$ cat src/rtl/uart_pkg.sv
// Shared UART definitions: frame width, byte type and receiver FSM states.
// The matching transmitter imports the same package.
package uart_pkg;

    localparam int DATA_BITS = 8;

    typedef logic [DATA_BITS-1:0] uart_byte_t;

    typedef enum logic [2:0] {
        IDLE,
        START,
        DATA,
        STOP,
        BREAK
    } rx_state_e;

endpackage

$ cat src/rtl/sync2.sv
// Two-flop synchronizer for a single asynchronous input.
// The reset value is a parameter so idle-high lines such as a UART RX pin
// come out of reset in their idle state.
module sync2 #(
    parameter logic RST_VAL = 1'b0
) (
    input  logic clock,
    input  logic reset,
    input  logic d,
    output logic q
);

    logic meta;

    // Two-stage resynchronization into the clock domain.
    always_ff @(posedge clock) begin
        if (reset) begin
            meta <= RST_VAL;
            q    <= RST_VAL;
        end else begin
            // NOTE: non-blocking assignments make meta and q update from the
            // values before the edge, so they form two distinct stages.
            meta <= d;
            q    <= meta;
        end
    end

endmodule

$ cat src/rtl/uart_rx_os.sv
// Oversampling 8N1 UART receiver. Each bit is sampled three times around its
// middle and resolved by majority vote. Received bytes land in a one-entry
// ready/valid buffer; framing errors and overruns are one-cycle pulses.
module uart_rx_os
    import uart_pkg::*;
#(
    parameter int CLKS_PER_BIT = 104
) (
    input  logic             clock,
    input  logic             reset,
    input  logic             io_rx,
    output logic             io_out_valid,
    input  logic             io_out_ready,
    output logic [7:0]       io_out_bits,
    output logic             io_frame_err,
    output logic             io_overrun
);

    localparam int CW = $clog2(CLKS_PER_BIT);

    // Sample points around the middle of each bit, and the last cycle of a bit.
    localparam logic [CW-1:0] SMP_A    = CW'(CLKS_PER_BIT / 2 - 1);
    localparam logic [CW-1:0] SMP_B    = CW'(CLKS_PER_BIT / 2);
    localparam logic [CW-1:0] SMP_C    = CW'(CLKS_PER_BIT / 2 + 1);
    localparam logic [CW-1:0] BIT_LAST = CW'(CLKS_PER_BIT - 1);
    localparam logic [2:0]    IDX_LAST = 3'(DATA_BITS - 1);

    logic       rx_s;
    rx_state_e  state;
    logic [CW-1:0] cnt;
    logic [2:0] bit_idx;
    logic       smp_a;
    logic       smp_b;
    logic       maj;
    uart_byte_t shreg;

    sync2 #(.RST_VAL(1'b1)) u_sync (
        .clock (clock),
        .reset (reset),
        .d     (io_rx),
        .q     (rx_s)
    );

    // Majority of the two stored samples and the live third sample.
    assign maj = (smp_a & smp_b) | (smp_a & rx_s) | (smp_b & rx_s);

    // Receiver FSM, bit counter, shift register and output buffer.
    always_ff @(posedge clock) begin
        if (reset) begin
            state        <= IDLE;
            cnt          <= '0;
            bit_idx      <= '0;
            smp_a        <= 1'b1;
            smp_b        <= 1'b1;
            shreg        <= '0;
            io_out_valid <= 1'b0;
            io_out_bits  <= '0;
            io_frame_err <= 1'b0;
            io_overrun   <= 1'b0;
        end else begin
            io_frame_err <= 1'b0;
            io_overrun   <= 1'b0;

            // NOTE: a later non-blocking assignment in the same block wins, so
            // a load in STOP below overrides this consume and keeps valid high.
            if (io_out_valid && io_out_ready) begin
                io_out_valid <= 1'b0;
            end

            if (cnt == SMP_A) smp_a <= rx_s;
            if (cnt == SMP_B) smp_b <= rx_s;

            case (state)
                IDLE: begin
                    cnt <= '0;
                    if (!rx_s) state <= START;
                end

                START: begin
                    if (cnt == SMP_C && maj) begin
                        // Start bit did not hold low: treat as a glitch.
                        state <= IDLE;
                        cnt   <= '0;
                    end else if (cnt == BIT_LAST) begin
                        state   <= DATA;
                        cnt     <= '0;
                        bit_idx <= '0;
                    end else begin
                        cnt <= cnt + CW'(1);
                    end
                end

                DATA: begin
                    if (cnt == SMP_C) shreg <= {maj, shreg[7:1]};
                    if (cnt == BIT_LAST) begin
                        cnt     <= '0;
                        bit_idx <= bit_idx + 3'd1;
                        if (bit_idx == IDX_LAST) state <= STOP;
                    end else begin
                        cnt <= cnt + CW'(1);
                    end
                end

                STOP: begin
                    if (cnt == SMP_C) begin
                        cnt <= '0;
                        if (maj) begin
                            // Return to IDLE half a bit early to absorb baud skew.
                            state <= IDLE;
                            if (!io_out_valid || io_out_ready) begin
                                io_out_valid <= 1'b1;
                                io_out_bits  <= shreg;
                            end else begin
                                io_overrun <= 1'b1;
                            end
                        end else begin
                            state        <= BREAK;
                            io_frame_err <= 1'b1;
                        end
                    end else begin
                        cnt <= cnt + CW'(1);
                    end
                end

                BREAK: begin
                    // Wait for the line to go idle so a held-low line is one error.
                    cnt <= '0;
                    if (rx_s) state <= IDLE;
                end

                default: begin
                    state <= IDLE;
                    cnt   <= '0;
                end
            endcase
        end
    end

endmodule

$ cat config.mk
export PLATFORM = sky130hd
export DESIGN_NAME = uart_rx_os
export DESIGN_NICKNAME = d
export VERILOG_FILES = /design/src/rtl/uart_pkg.sv /design/src/rtl/sync2.sv /design/src/rtl/uart_rx_os.sv
export SDC_FILE = /design/constraint.sdc
export NUM_CORES = 1
export LEC_CHECK = 0
export ABC_AREA = 1
export BUFFER_PORTS_ARGS = -buffer_cell sky130_fd_sc_hd__buf_4
export CAP_MARGIN = 25
export CELL_PAD_IN_SITES_DETAIL_PLACEMENT = 0
export CELL_PAD_IN_SITES_GLOBAL_PLACEMENT = 1
export CORE_MARGIN = 2
export CORE_UTILIZATION = 45
export DETAILED_ROUTE_END_ITERATION = 8
export PLACE_DENSITY_LB_ADDON = 0.1
export SYNTH_ARGS = -nofsm -noshare
export SYNTH_HDL_FRONTEND = slang
export SYNTH_SLANG_ARGS = --single-unit
$ cat constraint.sdc
create_clock -name clock -period 2.9 [get_ports clock]
set_input_delay 0.29 -clock clock [delete_from_list [all_inputs] [get_ports clock]]
set_output_delay 0.29 -clock clock [all_outputs]
set_load 0.05 [all_outputs]
# ---- Word level (Yosys, flattened, before mapping)
# Index checks and enable logic that the tools add are counted.
dict set report op_classes {
  shifts 0
  n_eq_ne 17
  multipliers 0
  reduce_logical 12
  div_mod_pow 0
  addsub 2
  n_bitwise 8
  n_lt_le_gt_ge 0
  mux 24
}
# op n
set op_table {}
lappend op_table {{$mux 3} 11}
lappend op_table {{$eq 7x6->1 const B} 3}
lappend op_table {{$mux 7} 3}
lappend op_table {{$pmux 7 s3} 1}
lappend op_table {{$pmux 3 s5} 1}
lappend op_table {{$ne 2x2->1 const B} 6}
lappend op_table {{$reduce_and 4->1} 2}
lappend op_table {{$add 7x1->7 const B} 1}
lappend op_table {{$eq 7x7->1 const B} 1}
lappend op_table {{$mux 1} 7}
lappend op_table {{$eq 3x2->1 const B} 2}
lappend op_table {{$eq 3x3->1 const B} 2}
lappend op_table {{$pmux 3 s2} 1}
lappend op_table {{$reduce_and 6->1} 1}
lappend op_table {{$reduce_or 4->1} 1}
lappend op_table {{$add 3x1->3 const B} 1}
lappend op_table {{$and 1x1->1} 3}
lappend op_table {{$eq 3x1->1 const B} 1}
lappend op_table {{$logic_not 3->1} 1}
lappend op_table {{$ne 3x3->1 const B} 1}
lappend op_table {{$not 1->1} 3}
lappend op_table {{$reduce_or 3->1} 1}
lappend op_table {{$logic_and 1x1->1} 2}
lappend op_table {{$ne 2x1->1 const B} 1}
lappend op_table {{other kinds (5)} 6}
dict set report totals {
  input_bits 4
  out_inout_bits 11
  register_bits 36
  elab_cells 75
  rom_bits 0
  n_memories 0
  latch_bits 0
  mem_bits_rw 0
}

# ---- Logic depth before layout (Yosys ltp)
# Gate-level depths: netlist of run 1.
dict set report logic_depth {
  depth_word 6
  depth_mapped 10
}

# ---- By module
# Synthesis of run 1 repeated with hierarchy kept, for this count alone.
dict set report unflattened {
  cells_unflattened 203
  hier_area_um2 1582.8
}
# mod area_each_um2 instances cells_each
set by_module_without_submodules {}
lappend by_module_without_submodules {uart_rx_os 1524.0 1 196}
lappend by_module_without_submodules {sync2 58.8 1 7}

# ---- Worst setup path before layout of run 1
# Ideal clock, no wire load.
dict set report synth_path {
  path_kind {register to register}
  start {reg cnt[0]}
  end {reg cnt[0]}
  setup_time_ns 0.121
  required_time_ns 2.779
  setup_slack_ns 1.493
  synth_period_minus_slack_ns 1.407
  stages_incl_launch_ff 9
  arrival_ns 1.286
  cell_sequence {dfxtp_1 ha_1 nand3_2 nor2_4 inv_1 nand3_1 nand2_1 o21ai_2 nor2_1}
}
dict set report synth_between {
  elab_chain_cells 4
  word_cells_on_any_way 8
  cone_classes {add/sub: 1; eq/ne: 2; mux: 4; reduce/logical: 1}
}
# item line_no
set synth_lines {}
lappend synth_lines {{from (decl)} uart_rx_os.sv:30} ;# logic [CW-1:0] cnt;
lappend synth_lines {{from (signal assigned)} uart_rx_os.sv:89} ;# cnt <= cnt + CW'(1);
lappend synth_lines {{from (signal assigned)} uart_rx_os.sv:100} ;# cnt <= cnt + CW'(1);
lappend synth_lines {{from (signal assigned)} uart_rx_os.sv:121} ;# cnt <= cnt + CW'(1);
lappend synth_lines {{$add 7x1->7 (tied with other cells)} {uart_rx_os.sv:89, uart_rx_os.sv:100, uart_rx_os.sv:121}}
lappend synth_lines {{$mux 7 / $logic_and 1x1->1 (equally long branches)} {uart_rx_os.sv:84, uart_rx_os.sv:95, uart_rx_os.sv:80}}
lappend synth_lines {{$mux 7} uart_rx_os.sv:80} ;# if (cnt == SMP_C && maj) begin
lappend synth_lines {{$pmux 7 s3 *} uart_rx_os.sv:73} ;# case (state)
# Mark *: on every way between the ends. The rest lies on a longest branch, timed or not.
# A chain may end at the register's enable or synchronous reset.

# ---- Worst setup path in the final report of run 1
# Same ends and word-level chain as after synthesis.

==> results of run 1 <==
## placed cells by master (no fill, tap or decap), drive strengths merged, types with 5 or more instances in the layout
master	instances
a21oi	16
buf	14
clkbuf	5
dfxtp	36
ha	5
inv	33
nand2	25
nand3	12
nor2	36
o21ai	18
## logic make-up after synthesis
kind of cell    Yosys count  synth area share [%]
buf+inv                  37                  9.43
fa+ha+maj                 5                  4.00
simple gates             83                  25.3
compound gates           38                  13.5
flops                    36                  46.0
xor+xnor                  3                  1.68
## state kept, by name, indices dropped and copies added, names as in the netlist
| signal | cells |
|---|---|
| bit_idx | 3 |
| cnt | 7 |
| io_frame_err | 1 |
| io_out_bits | 8 |
| io_out_valid | 1 |
| io_overrun | 1 |
| shreg | 8 |
| smp_a | 1 |
| smp_b | 1 |
| state | 3 |
| u_sync.meta | 1 |
| u_sync.q | 1 |
## power by group through the flow
stage,Sequential [W],Clock [W],Combinational [W]
floorplan,0.000549,0,0.000209
global placement,0.000553,0,0.000251
detailed placement,0.000554,0,0.000251
CTS,0.000543,0.000276,0.000252
global route,0.000547,0.000291,0.000294
finish,0.000542,0.000257,0.000249
## layer usage
metal  global-route usage (%)  vias to the layer above
met2                     26.5                       16
met1                     17.2                      549
met3                     4.86                        6
li1                         -                      678
met4                     5.28                        0
met5                        0                        -
## worst max-delay path by stage
stage	end	slack (ns)	cells past startpoint
after floorplan	cnt[0]	1.49	8
after global placement	io_out_bits[7]	1.38	9
after detailed placement	cnt[0]	1.34	8
after global routing	cnt[3]	1.15	8
after CTS	cnt[0]	1.32	8
final	cnt[0]	1.34	8
## critical path: stages (launching register included)
cell,delay [ns]
dfxtp_1,0.41
ha_1,0.23
nand3_2,0.11
nor2_4,0.16
inv_1,0.05
nand3_1,0.11
nand2_1,0.09
o21ai_2,0.23
nor2_1,0.07
## synth_stat cells (all sizes together)
master and number:
o21bai 1, buf 1, a211oi 1, clkbuf 2, or2 2, a21oi 16, nand3 12, o21ai 18
ha 5, nand2 25, xor2 2, nor3 2, nor2 36, xnor2 1, o31ai 1, nor4 2
clkinv 1, dfxtp 36, nand4 2, inv 33, o211ai 1, nand3b 2
## final cells by class
class / count / area (µm²) / area share, %
Sequential cell: 36 / 721 / 40.8
Multi-Input combinational cell: 129 / 697 / 39.5
Inverter: 34 / 129 / 7.30
Timing Repair Buffer: 14 / 105 / 5.95
Tap cell: 46 / 57.6 / 3.26
Clock buffer: 5 / 37.5 / 2.13
Clock inverter: 3 / 18.8 / 1.06
## per-stage QoR
stage | worst slack, ns | total power, W | cell area, µm² | instances | hold WS [ns]
finish | 1.34 | 0.00105 | 1770 | 267 | 0.139
global route | 1.15 | 0.00113 | 1770 | 267 | 0.133
CTS | 1.32 | 0.00107 | 1770 | 267 | 0.121
detailed placement | 1.34 | 0.000805 | 1710 | 259 | 0.398
global placement | 1.38 | 0.000805 | 1710 | 259 | 0.400
floorplan | 1.49 | 0.000758 | 1570 | 202 | 0.389
==> run summary, run 1 <==
RSZ-0062 raised after global routing = false
Critical Path Sink Type = flop
Diode count = 0
CTS tree = yes
Final core occ = 52.9%
Slew @ Worst Pin = 0.431 ns
Die Span Y = 63.0 µm
Port Buffers = 14
Startpoint class of the critical path = flop
Starting Density = 46.9%
CP startpoint = cnt[0]
Final worst path period need = 1.56 ns
I/O pin cnt = 15
Max VDD drop = 0.352 mV
Switching Fraction = 33.1%
First-pass GRT wire length = 4.82 mm
Top post-synthesis cells by area = dfxtp_1 46%, inv_1 7.7%, nor2_1 7.7%
Number of setup violations in the final report = 0
Yosys Warn Count = 0
Worst Hold End = u_sync.meta
Number of post-CTS setup repair buffers = 0
Leakage = 0.732 nW
Number of global-route vias before repair = 1,197
Gpl congestion = 0.826
Combinational share of power = 23.8%
Clock power share = 24.5%
Synthesized area = 1570 µm²
Initial drt markers = 59
CP Class = flop to flop
Clock root buffer = clkbuf_4
Post-synthesis register bit count = 36
Clock Sinks = 36
DRC viols = 0
Hold depth = 2
HP Start = io_rx
Int Power = 0.000701 W
Worst reg2reg path depth = 8
Arr. time, crit path = 1.79 ns
Top sig layer = met4
H-Tree Depth = 2
Post-synth cell types = 29
Proportion of layout cells with a drive suffix above 1 = 17.2%
Reg2Reg Capture Point = cnt[0]
DR vias = 1,249
Net Sw Power = 0.000347 W
Resized cells post-CTS = 0
Origin of the critical flop-to-flop path = cnt[0]
# nets final = 229
FMAX = 0.640 GHz
Clk Latency, worst-skew pair = 0.33 ns
Post-DP HPWL = 2.08 mm
Core footprint = 3340 µm²
Max-cap violations = 0
HP Class = input port to flop
Met1 Routed Length = 1.23 mm
Clock skew = 0.00751 ns
Syn nets = 211
Layout filler cell count = 363
WL met3 = 94 µm
WL met2 = 1.28 mm
Final Hold Fails = 0
TNS Setup = 0 ns
Layout area overhead = 12.8%
Die ar. = 3970 µm²
Final Cycle Share = 53.9%
Worst path required time = 3.13 ns
Row cnt = 21
Crit-path max FO = 6
P per Cell Area = 594 nW/µm²
Flop pwr share = 51.7%
Status = completed
Syn Inst Count = 202
Hold_buf cts = 0
Antenna viol nets, final = 0
Final wirelength = 2.66 mm
Avg WL per Cell = 9.96 µm
Final Max Tran Viols = 0
Die X = 63.0 µm
Gr usage total = 15.1%
Seq/Total Area, Yosys = 46.0%
Initial antenna violation count = 0
Largest net degree at the start of global routing = 18
CTS Buf Count = 5
Slew Limit Headroom = 71.2%
Reg2reg setup slack = 1.34 ns
Synthesized area per cell = 7.75 µm²
Top cell type's share of synthesized area = 46.0%
Clock transition at path regs = 0.10 ns
Post-synth top area cell = dfxtp_1
DRT Pass-1 Iters = 3
Longest Clk Path Bufs = 2
Mean number of vias per cell = 4.68
Grt ovf = 0
(Power assumes the default switching activity.)
==> run 2: changes to the inputs <==
ABC_AREA = 0   (was 1)
CORE_UTILIZATION = 40   (was 45)
clock period = 1.3 ns   (was 2.9 ns; I/O delays follow)
==> run summary, run 2 <==
Status = finished with violations
Failing checks = negative setup slack
Max-cap violations = 0 (unchanged)
Startpoint class of the critical path = flop
Total power = 0.00210 W (+100%)
Number of global-route vias before repair = 1,236 (+3.3%)
Avg WL per Cell = 12.4 µm (+25%)
CP startpoint = cnt[1]
First-pass GRT wire length = 5.11 mm (+6.0%)
Clock root buffer = clkbuf_8
Clk Latency, worst-skew pair = 0.28 ns (-0.05 ns)
Mean number of vias per cell = 4.94 (+5.6%)
Initial drt markers = 40 (-32%)
DRC viols = 0 (unchanged)
Int Power = 0.00165 W (+140%)
Synth Flop Type = dfxtp_1
Most common cell after layout, fill and taps aside = buf_4
H-Tree Depth = 2 (unchanged)
Synthesized area = 1580 µm² (+0.72%)
Reg2Reg Capture Point = cnt[5]
Worst path required time = 1.52 ns (-1.61 ns)
Gr usage total = 15.4% (+0.30 points)
Layout area overhead = 35.5%
Diode count = 0 (unchanged)
Post-DP HPWL = 2.34 mm (+13%)
Max VDD drop = 0.585 mV (+66%)
Worst Hold End = u_sync.meta
Fin cells = 254 (-4.9%)
Hold_buf cts = 0 (unchanged)
Antenna viol nets, final = 0 (unchanged)
Post-synthesis register bit count = 36 (unchanged)
Initial antenna violation count = 0 (unchanged)
Largest net degree at the start of global routing = 19 (+1)
Die Span Y = 66.8 µm (+6.0%)
Longest Clk Path Bufs = 2 (unchanged)
Proportion of layout cells with a drive suffix above 1 = 40.3% (+23 points)
Post-layout instance area = 2140 µm² (+21%)
Clock transition at path regs = 0.07 ns (-0.03 ns)
Largest regs = io_out_bits: 8 flops, shreg: 8 flops, cnt: 7 flops
Gpl congestion = 0.889 (+7.6%)
Top-count cell post-synth = dfxtp_1
Slew Limit Headroom = 77.0% (+5.8 points)
Post-synth EDFFs = 0 (unchanged)
Post-synth top area cell = dfxtp_1
Reg2reg setup slack = -0.38 ns (-1.71 ns)
Final Max Tran Viols = 0 (unchanged)
Final Cycle Share = 129% (+75 points)
Slew @ Worst Pin = 0.342 ns (-0.0886 ns)
Final wirelength = 3.16 mm (+19%)
Top cell type's share of synthesized area = 45.7% (-0.33 points)
Leakage = 0.833 nW (+14%)
DP Area = 1960 µm² (+15%)
Worst reg2reg path depth = 6 (-2)
Clock power share = 39.3% (+15 points)
Number of setup violations in the final report = 30 (+30)
P per Cell Area = 982 nW/µm² (+65%)
Arr. time, crit path = 1.90 ns (+0.11 ns)
Core footprint = 3720 µm² (+11%)
Placed insts = 246 (-5.0%)
CTS Buf Count = 5 (unchanged)
RSZ-0062 raised after global routing = true
Net Sw Power = 0.000445 W (+28%)
Syn nets = 173 (-18%)
Post-synth cell types = 44 (+52%)
Clock skew = 0.00534 ns (-0.00217 ns)
DP Worst Slack = -0.412 ns (-1.75 ns)
CP Class = flop to flop
Port Buffers = 14 (unchanged)
Syn Inst Count = 164 (-19%)
Clock Sinks = 36 (unchanged)
Hold depth = 2 (unchanged)
Critical Path Sink Type = flop
DR vias = 1,255 (+0.48%)
Grt ovf = 0 (unchanged)
Final Hold Fails = 0 (unchanged)
Final worst path period need = 1.68 ns (+0.115 ns)
Switching Fraction = 21.2% (-12 points)
FMAX = 0.596 GHz (-6.8%)
I/O pin cnt = 15 (unchanged)
Most frequent cells in the layout = 39 x buf_4, 32 x dfxtp_1, 26 x nor2_1
Flop pwr share = 53.3% (+1.6 points)
Top post-synthesis cells by area = dfxtp_1 46%, mux2i_1 11%, nor2_1 6.9%
Seq/Total Area, Yosys = 45.7% (-0.33 points)
# nets final = 215 (-6.1%)
Starting Density = 42.4% (-4.5 points)
Yosys Warn Count = 0 (unchanged)
Die ar. = 4460 µm² (+12%)
HP Start = io_rx
Top post-synthesis cells by count = 36 x dfxtp_1, 29 x nor2_1, 18 x mux2i_1
DRT Pass-1 Iters = 4 (+1)
HP Class = input port to flop
Synthesized area per cell = 9.61 µm² (+24%)
CTS tree = yes
Die X = 66.8 µm (+6.0%)
Row cnt = 22 (+4.8%)
Origin of the critical flop-to-flop path = cnt[1]
Crit-path max FO = 6 (unchanged)
PnR worst setup slack = -0.378 ns (-1.71 ns)
FFs w/ async S/R, synth = 0% (unchanged)
Combinational share of power = 7.4% (-16 points)
[run 2: stage by stage]
step	util, %	hold slack (ns)	setup TNS (ns)
4_1_cts	57.2	0.0228	-8.19
3_3_place_gp	52.8	0.320	-8.49
2_1_floorplan	-	0.234	-4.52
6_report	57.5	0.0302	-8.32
3_5_place_dp	52.8	0.319	-9.58
5_1_grt	57.5	0.0353	-10.46
[run 2: worst max-delay path, cell delays in order, from the launching register on]
cell and delay (ns):
dfxtp_4 0.36, ha_4 0.15, and4b_2 0.23, a21oi_2 0.15
a32oi_2 0.09, or4_4 0.50, nor2_1 0.13
[run 2: worst max-delay path by stage]
stage                     endpoint  slack (ns)  cells after the start
finish                      cnt[5]       -0.38                      6
global route        io_out_bits[3]       -0.43                      9
CTS                         cnt[0]       -0.33                      5
detailed placement          cnt[0]       -0.41                      5
global placement            cnt[6]       -0.37                      5
floorplan                   cnt[3]       -0.28                      7
[run 2: timing repair]
action | in CTS | in global routing
setup buffers | 3 | 1
setup endpoints to repair | 33 | 34
gates resized for setup | 15 | 11
pin swaps | 7 | 12
[run 2: power groups by stage]
stage	Sequential, W	Combinational [W]	Clock (W)
2_1_floorplan	0.00114	0.0000957	0
4_1_cts	0.00112	0.000149	0.000859
5_1_grt	0.00112	0.000168	0.000901
6_report	0.00112	0.000155	0.000824
3_3_place_gp	0.00115	0.000143	0
3_5_place_dp	0.00115	0.000146	0
[run 2: cell type report]
| cell class | instances | area, µm² |
|---|---|---|
| Tap cell | 48 | 60.1 |
| Fill cell | 344 | 1580 |
| Timing Repair Buffer | 45 | 369 |
| Multi-Input combinational cell | 114 | 865 |
| Sequential cell | 36 | 731 |
| Inverter | 4 | 15.0 |
| Clock buffer | 7 | 96.3 |
[run 2: cell families after synthesis]
| kind of cell | Yosys count | share of synthesized area [%] |
|---|---|---|
| AOI/OAI and AO/OA | 17 | 8.57 |
| xor gates and xnor gates | 5 | 2.78 |
| adders and majority gates | 6 | 4.68 |
| buffers and inverters | 14 | 4.29 |
| DFF | 36 | 45.7 |
| muxes | 19 | 12.1 |
| and+or+nand+nor | 67 | 21.8 |
[run 2: layer usage]
layer	wire length, µm	GRT usage, %	part of all wire [%]	up-vias
met3	115	5.07	3.6	4
met4	30	5.87	0.95	0
met5	0	0	0	-
li1	-	-	-	642
met2	1700	28.7	54	19
met1	1310	15.8	41	590
